### config.mk
export PLATFORM = sky130hd
export DESIGN_NAME = sa_ctrl
export DESIGN_NICKNAME = d
export VERILOG_FILES = /design/src/rtl/sa_pkg.sv /design/src/rtl/sa_valid_skew.sv /design/src/rtl/sa_ctrl.sv
export SDC_FILE = /design/constraint.sdc
export NUM_CORES = 1
export LEC_CHECK = 0
export ABC_CLOCK_PERIOD_IN_PS = 2100
export CORE_MARGIN = 10
export CORE_UTILIZATION = 35
export CTS_BUF_LIST = sky130_fd_sc_hd__clkbuf_8
export DETAILED_ROUTE_END_ITERATION = 12
export HOLD_SLACK_MARGIN = 0.05
export PLACE_DENSITY_LB_ADDON = 0.05
export SKIP_CTS_REPAIR_TIMING = 1
export SYNTH_ARGS = -nofsm -noshare
export SYNTH_HDL_FRONTEND = slang
export SYNTH_SLANG_ARGS = --single-unit
### constraint.sdc
create_clock -name clk -period 2.1 [get_ports clk]
set_input_delay 0.42 -clock clk [delete_from_list [all_inputs] [get_ports clk]]
set_output_delay 0.42 -clock clk [all_outputs]
set_load 0.005 [all_outputs]
### src/rtl/sa_pkg.sv
// Shared systolic-array definitions: controller state type and default array geometry.
package sa_pkg;

  localparam int SA_ROWS      = 8;
  localparam int SA_COLS      = 8;
  localparam int SA_DATAWIDTH = 16;

  typedef enum logic [2:0] {
    IDLE   = 3'd0,
    LOAD_W = 3'd1,
    STREAM = 3'd2,
    DRAIN  = 3'd3,
    DONE   = 3'd4
  } sa_state_t;

endpackage

### src/rtl/sa_valid_skew.sv
// Valid skew line: stage 0 is the live input, stages 1..DEPTH-1 are registered delays.
module sa_valid_skew #(
  parameter int DEPTH = 15
) (
  input  logic             clk,
  input  logic             rst_n,
  input  logic             clr,
  input  logic             din,
  output logic [DEPTH-1:0] stages,
  output logic             pending
);

  logic [DEPTH-1:1] sr;

  assign stages  = {sr, din};
  assign pending = |sr;

  always_ff @(posedge clk or negedge rst_n) begin
    if (!rst_n) begin
      sr <= '0;
    end else if (clr) begin
      sr <= '0;
    end else begin
      sr <= stages[DEPTH-2:0];
    end
  end

endmodule

### src/rtl/sa_ctrl.sv
// Systolic-array job controller: weight-row loading, skewed activation valids, drain and completion.
// Optional cycle counter enabled by defining SA_CTRL_PERF_EN.
module sa_ctrl
  import sa_pkg::*;
#(
  parameter int ROWS   = SA_ROWS,
  parameter int COLS   = SA_COLS,
  parameter int NVEC_W = 16
) (
  input  logic              clk,
  input  logic              rst_n,
  input  logic              start,
  input  logic              abort,
  input  logic [NVEC_W-1:0] n_vec,
  input  logic              w_valid,
  output logic              w_ready,
  input  logic              a_valid,
  output logic              a_ready,
  output logic [ROWS-1:0]   wt_en,
  output logic [ROWS-1:0]   row_valid,
  output logic [COLS-1:0]   col_valid,
  output logic              busy,
  output logic              done,
  output logic [31:0]       perf_cycles
);

  localparam int DEPTH = ROWS + COLS - 1;
  localparam int ROW_W = (ROWS > 1) ? $clog2(ROWS) : 1;

  sa_state_t         state;
  logic [ROW_W-1:0]  row_cnt;
  logic [NVEC_W-1:0] vec_cnt;
  logic [NVEC_W-1:0] n_vec_q;
  logic [DEPTH-1:0]  stages;
  logic              pending;
  logic              a_beat;
  logic              start_ok;

  assign w_ready  = (state == LOAD_W);
  assign a_ready  = (state == STREAM);
  assign busy     = (state != IDLE);
  assign done     = (state == DONE);
  assign a_beat   = a_valid && a_ready;
  assign start_ok = (state == IDLE) && start && !abort;

  always_comb begin
    wt_en = '0;
    if (w_valid && w_ready) wt_en[row_cnt] = 1'b1;
  end

  sa_valid_skew #(.DEPTH(DEPTH)) u_skew (
    .clk     (clk),
    .rst_n   (rst_n),
    .clr     (abort),
    .din     (a_beat),
    .stages  (stages),
    .pending (pending)
  );

  assign row_valid = stages[ROWS-1:0];
  assign col_valid = stages[ROWS-1 +: COLS];

  always_ff @(posedge clk or negedge rst_n) begin
    if (!rst_n) begin
      state   <= IDLE;
      row_cnt <= '0;
      vec_cnt <= '0;
      n_vec_q <= '0;
    end else if (abort) begin
      state   <= IDLE;
      row_cnt <= '0;
      vec_cnt <= '0;
    end else begin
      case (state)
        IDLE: begin
          if (start) begin
            state   <= LOAD_W;
            n_vec_q <= n_vec;
            row_cnt <= '0;
            vec_cnt <= '0;
          end
        end
        LOAD_W: begin
          if (w_valid) begin
            if (row_cnt == ROW_W'(ROWS - 1)) begin
              row_cnt <= '0;
              state   <= (n_vec_q == '0) ? DRAIN : STREAM;
            end else begin
              row_cnt <= row_cnt + ROW_W'(1);
            end
          end
        end
        STREAM: begin
          if (a_valid) begin
            vec_cnt <= vec_cnt + NVEC_W'(1);
            if (vec_cnt + NVEC_W'(1) == n_vec_q) state <= DRAIN;
          end
        end
        // Stage 0 is idle here, so only the registered stages decide completion.
        DRAIN: begin
          if (!pending) state <= DONE;
        end
        DONE: begin
          state <= IDLE;
        end
        default: begin
          state <= IDLE;
        end
      endcase
    end
  end

`ifdef SA_CTRL_PERF_EN
  logic [31:0] perf_q;

  always_ff @(posedge clk or negedge rst_n) begin
    if (!rst_n) begin
      perf_q <= '0;
    end else if (start_ok) begin
      perf_q <= '0;
    end else if (busy) begin
      perf_q <= perf_q + 32'd1;
    end
  end

  assign perf_cycles = perf_q;
`else
  logic unused_start_ok;
  assign unused_start_ok = start_ok;
  assign perf_cycles     = '0;
`endif

endmodule

==> reports/summary.txt, run 1 <==
synthesized flop and latch total -> 52
WP data required -> 1.68 ns
sequential share of the synthesized area -> 0.416
FFs w/ async S/R, synth -> 1.00
Place WS -> -0.0853 ns
fraction of layout cells with a size suffix above 1 -> 0.195
core area -> 8720 sq um
Cell Pwr Density -> 584 nW/um^2
Ys Warns -> 0
Die Y -> 115 um
Buffers on Ports -> 49
CTS tree -> built
Synth Flop Type -> dfrtp_1
Syn Inst Count -> 334
Post-Route WL -> 8190 um
post-DR vias/cell -> 5.02
CP arrival -> 1.68 ns
Crit path largest cell delay -> 0.50 ns
Placement Cell Area -> 3790 sq um
P_sw -> 722 uW
Max-cap violations -> 0
IO Count -> 82
Final WS setup -> 0.000584 ns
Final HPWL DP -> 6140 um
CP Class -> register to output port
largest net degree at the start of global routing -> 53
Worst setup EP type -> output port
Starting Density -> 0.358
final instance area -> 3970 sq um
FP Rows -> 34
Setup Skew -> 0.0121 ns
CP max FO -> 11
met1 Use GR -> 0.155
vias in the first global route -> 2625
M2 GR Usage -> 0.199
Max Freq -> 476 MHz
Setup crit start kind -> register
CTS buffer count -> 5
synth unique cells -> 50
initial antenna violation count -> 0
first-pass GRT wire length -> 13300 um
Seq pwr share -> 0.515
Peak VDD IR -> 0.368 mV
drt drc -> 0
final hold violations -> 0
area leader, netlist -> dfrtp_1
combinational power share -> 0.212
Clock Pin Slew Worst Setup and Hold Paths -> 0.11 ns
worst min path class -> primary input to asynchronous set/reset pin
WL/cell -> 15.9 um
total number of vias -> 2578
nets -> 430
gr usage total -> 0.123
status -> completed
RSZ-0062 raised after global routing -> true
top-area cell type share of the netlist area -> 0.416
Final Cycle Share -> 1.00
Die ar. -> 13100 sq um
Seq. cell area -> 1300 sq um
Critical-path top delay cell -> clkdlybuf4s50_1
CP cell instances -> buf_4, nor2_2, and2_1, clkdlybuf4s50_1
clk sinks -> 52
final setup vio count -> 0
# fillers -> 885
Clock Latency Late Sink -> 0.32 ns
RD Place Congestion -> 0.811
TNS Setup -> 0 ns
Routed Antenna Nets -> 0
mapped cell area -> 3130 sq um
Internal Pwr Total -> 1600 uW
CP top delay family -> buffers and inverters
root cell of the clock tree -> clkbuf_8
WHS -> 0.0639 ns
Avg Synthesized Cell Area -> 9.36 sq um
width of the die -> 115 um
Max Slew Vio Count -> 0
fin crit period -> 2.10 ns
Clk network pwr share -> 0.273
CTS Buffer Depth -> 2
top post-synthesis cells by area -> dfrtp_1 42%, buf_4 8.6%, mux2_2 5.4%
Post-synth EDFFs -> 0
Sw Ratio -> 0.311
area of the multi-input gates -> 1650 sq um
busiest layer in global routing -> met2
leakage power figure -> 0.00184 uW
worst path bufs/invs -> 2
GR Util met3 -> 0.0398
Iter 0 DRT Violations -> 144
grt ovf -> 0
htree depth -> 2
Antenna Diode Count -> 0
number of detailed-route iterations in the first pass -> 4
post-layout util -> 0.456
Area Overhead vs Synth -> 27.1%
-- placed cells by master (no fill, tap or decap), drive strengths merged, types with 9 or more instances in the layout --
cell type	count
nor4	10
conb	32
mux2	15
a21oi	10
nor3	9
nand3	11
xnor2	12
nor2b	15
clkdlybuf4s50	37
buf	36
o21ai	29
nand2	27
dfrtp	52
nor2	23
-- state kept, by name, summed over array words and instances (netlist names) --
signal     flops
n_vec_q       16
vec_cnt       16
u_skew.sr     14
row_cnt        3
state          3
-- synth_stat cells (2+ instances only) --
master and count:
o2111ai_1 2, nand3b_1 4, and3_1 3, o31ai_1 8, a21o_1 3, and2_1 2
o21ai_0 27, nor2b_1 15, nand3_1 9, ha_1 3, nand2b_1 3, and3_2 2
nor4_1 10, or3_1 2, clkbuf_1 4, buf_4 36, nor3_1 9, a311oi_1 2
o41ai_1 2, a31oi_1 4, nand2_1 27, a21oi_1 10, o21ai_1 2, mux2_2 15
nor2_1 22, nand4_1 4, o22ai_1 2, xnor2_1 12, mux2i_1 2, xor2_1 7
inv_1 2, dfrtp_1 52, nand3_2 2, buf_2 9
-- logic make-up (layout without fill, tap and decap cells) --
kind of cell | count (synthesis) | in the layout | share of synthesized area
AND/OR/NAND/NOR | 122 | 122 | 0.210
AO/OA/AOI/OAI | 68 | 68 | 0.137
flip-flops | 52 | 52 | 0.416
buffers and inverters | 52 | 93 | 0.109
XOR/XNOR | 19 | 19 | 0.0532
multiplexers | 17 | 17 | 0.0604
adder cells (fa/ha/maj) | 3 | 3 | 0.0120
other | 1 | 32 | 0.00120
-- through the flow --
| stage | cells | power [uW] |
|---|---|---|
| after floorplan | 365 | 1530 |
| after global placement | 503 | 1680 |
| after detailed placement | 503 | 1690 |
| after CTS | 511 | 2320 |
| after global routing | 514 | 2450 |
| final | 514 | 2320 |
-- cell type report --
| class | count | area share |
|---|---|---|
| Sequential cell | 52 | 0.328 |
| Timing Repair Buffer | 82 | 0.197 |
| Clock inverter | 3 | 0.00693 |
| Multi-Input combinational cell | 261 | 0.414 |
| Inverter | 3 | 0.00283 |
| Clock buffer | 5 | 0.0173 |
| Tap cell | 108 | 0.0340 |
-- path summary, 6_finish.rpt --
path                                              start                       to  slack (ns)  cells after the start
worst max register to register   vec_cnt[0]$_DFFE_PN0P_     state[0]$_DFFE_PN0P_        0.23                      8
min in group clk                vec_cnt[15]$_DFFE_PN0P_  vec_cnt[15]$_DFFE_PN0P_        0.49                      1
worst min register to register  vec_cnt[15]$_DFFE_PN0P_  vec_cnt[15]$_DFFE_PN0P_        0.49                      1
worst max-delay path               state[0]$_DFFE_PN0P_                  a_ready      0.0006                      4
max in group asynchronous                         rst_n   vec_cnt[9]$_DFFE_PN0P_        1.78                      2
worst min-delay path                              rst_n   u_skew.sr[6]$_DFF_PN0_        0.06                      2
-- power by group through the flow --
| stage | Combinational [uW] | Clock [uW] | Sequential [uW] |
|---|---|---|---|
| floorplan | 351 | 0 | 1180 |
| global placement | 466 | 0 | 1210 |
| detailed placement | 471 | 0 | 1210 |
| CTS | 472 | 657 | 1190 |
| global route | 552 | 689 | 1210 |
| finish | 491 | 633 | 1200 |
-- layer usage --
| metal | up-vias | wire, um |
|---|---|---|
| met5 | - | 0 |
| met4 | 0 | 78 |
| met3 | 5 | 610 |
| met2 | 76 | 3790 |
| met1 | 1232 | 3710 |
| li1 | 1265 | - |
(Power assumes the default switching activity.)
==> run 2, diff against run 1 <==
--- a/config.mk
+++ b/config.mk
@@ -5,13 +5,14 @@
 export SDC_FILE = /design/constraint.sdc
 export NUM_CORES = 1
 export LEC_CHECK = 0
-export ABC_CLOCK_PERIOD_IN_PS = 2100
+export ABC_CLOCK_PERIOD_IN_PS = 2000
 export CORE_MARGIN = 10
-export CORE_UTILIZATION = 35
+export CORE_UTILIZATION = 32
 export CTS_BUF_LIST = sky130_fd_sc_hd__clkbuf_8
 export DETAILED_ROUTE_END_ITERATION = 12
 export HOLD_SLACK_MARGIN = 0.05
 export PLACE_DENSITY_LB_ADDON = 0.05
+export SETUP_SLACK_MARGIN = 0.02
 export SKIP_CTS_REPAIR_TIMING = 1
 export SYNTH_ARGS = -nofsm -noshare
 export SYNTH_HDL_FRONTEND = slang
==> constraint.sdc (replaced) <==
create_clock -name clk -period 2 [get_ports clk]
set_input_delay 0.4 -clock clk [delete_from_list [all_inputs] [get_ports clk]]
set_output_delay 0.4 -clock clk [all_outputs]
set_load 0.005 [all_outputs]
==> reports/summary.txt, run 2 (synthesis results as in run 1) <==
Max-cap violations -> 0
Tightest Pin Transition -> 0.503 ns
CTS Buffer Depth -> 2
worst path bufs/invs -> 2
Antenna Diode Count -> 0
core area -> 9640 sq um
final setup vio count -> 0
RD Place Congestion -> 0.858
fin crit period -> 1.91 ns
number of detailed-route iterations in the first pass -> 4
gr usage total -> 0.116
IO Count -> 82
Crit path largest cell delay -> 0.41 ns
Starting Density -> 0.324
Total Power -> 2450 uW
Crit. Startpoint -> state[1]$_DFFE_PN0P_
Post-Route WL -> 8520 um
nets -> 443
Setup Skew -> 0.0117 ns
worst min path class -> primary input to asynchronous set/reset pin
largest net degree at the start of global routing -> 21
CTS buffer count -> 5
Die ar. -> 14100 sq um
status -> completed
busiest layer in global routing -> met2
post-layout util -> 0.428
biggest registers after layout -> n_vec_q: 16 flops, vec_cnt: 16 flops, u_skew.sr: 14 flops
post-route insts no fill -> 552
vias in the first global route -> 2691
Iter 0 DRT Violations -> 162
Final HPWL DP -> 6600 um
RSZ-0062 raised after global routing -> true
M2 GR Usage -> 0.188
total number of vias -> 2625
Area Overhead vs Synth -> 32.1%
Clock Pin Slew Worst Setup and Hold Paths -> 0.11 ns
Max-slew headroom -> 0.665
Buffers on Ports -> 49
Max Freq -> 523 MHz
met1 Use GR -> 0.147
clk sinks -> 52
Peak VDD IR -> 0.322 mV
CTS tree -> built
Clock Latency Late Sink -> 0.32 ns
Placed Cells -> 541
grt ovf -> 0
root cell of the clock tree -> clkbuf_8
htree depth -> 2
GR Util met3 -> 0.0298
Final Cycle Share -> 0.956
CP cell instances -> nand2b_4, nor2_4, nand3b_1, buf_6, nor3_2, buf_2
FP Rows -> 36
width of the die -> 119 um
commonest non-fill, non-tap cell in the layout -> dfrtp_1
Setup crit start kind -> register
drt drc -> 0
most frequent cells in the layout -> 48 x dfrtp_1, 40 x buf_4, 36 x clkdlybuf4s50_1
Worst setup EP type -> output port
first-pass GRT wire length -> 13700 um
CP Class -> register to output port
CP arrival -> 1.51 ns
Critical-path top delay cell -> dfrtp_1
post-DR vias/cell -> 4.76
Die Y -> 119 um
initial antenna violation count -> 0
Cell Pwr Density -> 593 nW/um^2
Routed Antenna Nets -> 0
CP max FO -> 3
fraction of layout cells with a size suffix above 1 -> 0.229
Max Slew Vio Count -> 0
WL/cell -> 15.4 um
WP data required -> 1.60 ns
CP top delay family -> simple AND/OR/NAND/NOR gates
RR Startpoint -> vec_cnt[2]$_DFFE_PN0P_
final hold violations -> 0
leakage power figure -> 0.00194 uW
-- run 2: final cells by class --
cell class                 count  area, sq um
fill                         994         5510
multi-input combinational    261         1650
sequential                    52         1310
timing repair buffer          95          895
tap                          133          166
clock buffer                   5         68.8
clock inverter                 3         27.5
inverter                       3         11.3
-- run 2: power by group --
| group | internal [uW] | switching, uW |
|---|---|---|
| registers | 1140 | 108 |
| logic | 288 | 250 |
| clock network | 258 | 402 |
-- run 2: routing by layer --
| metal | vias up | routed length (um) |
|---|---|---|
| met4 | 0 | 150 |
| met3 | 12 | 449 |
| li1 | 1290 | - |
| met2 | 74 | 3900 |
| met1 | 1249 | 4030 |
| met5 | - | 0 |
-- run 2: stage by stage --
step | area [sq um] | hold slack, ns | setup WS [ns] | setup TNS, ns
after floorplan | 3240 | 0.104 | 0.190 | 0
after global placement | 3920 | 0.402 | -0.133 | -2.82
after detailed placement | 3920 | 0.403 | -0.147 | -2.39
after CTS | 4020 | 0.0465 | -0.326 | -2.71
after global routing | 4130 | 0.0650 | 0.000443 | 0
final | 4130 | 0.0357 | 0.0882 | 0
-- run 2: path summary, 6_finish.rpt --
| path | end | slack, ns | cells past startpoint |
|---|---|---|---|
| max | wt_en[0] | 0.09 | 6 |
| min | u_skew.sr[1]$_DFF_PN0_ | 0.04 | 1 |
| max reg2reg | state[0]$_DFFE_PN0P_ | 0.15 | 7 |
| min reg2reg | vec_cnt[15]$_DFFE_PN0P_ | 0.52 | 1 |
| max in group asynchronous | vec_cnt[9]$_DFFE_PN0P_ | 1.44 | 2 |
| min in group clk | vec_cnt[15]$_DFFE_PN0P_ | 0.52 | 1 |
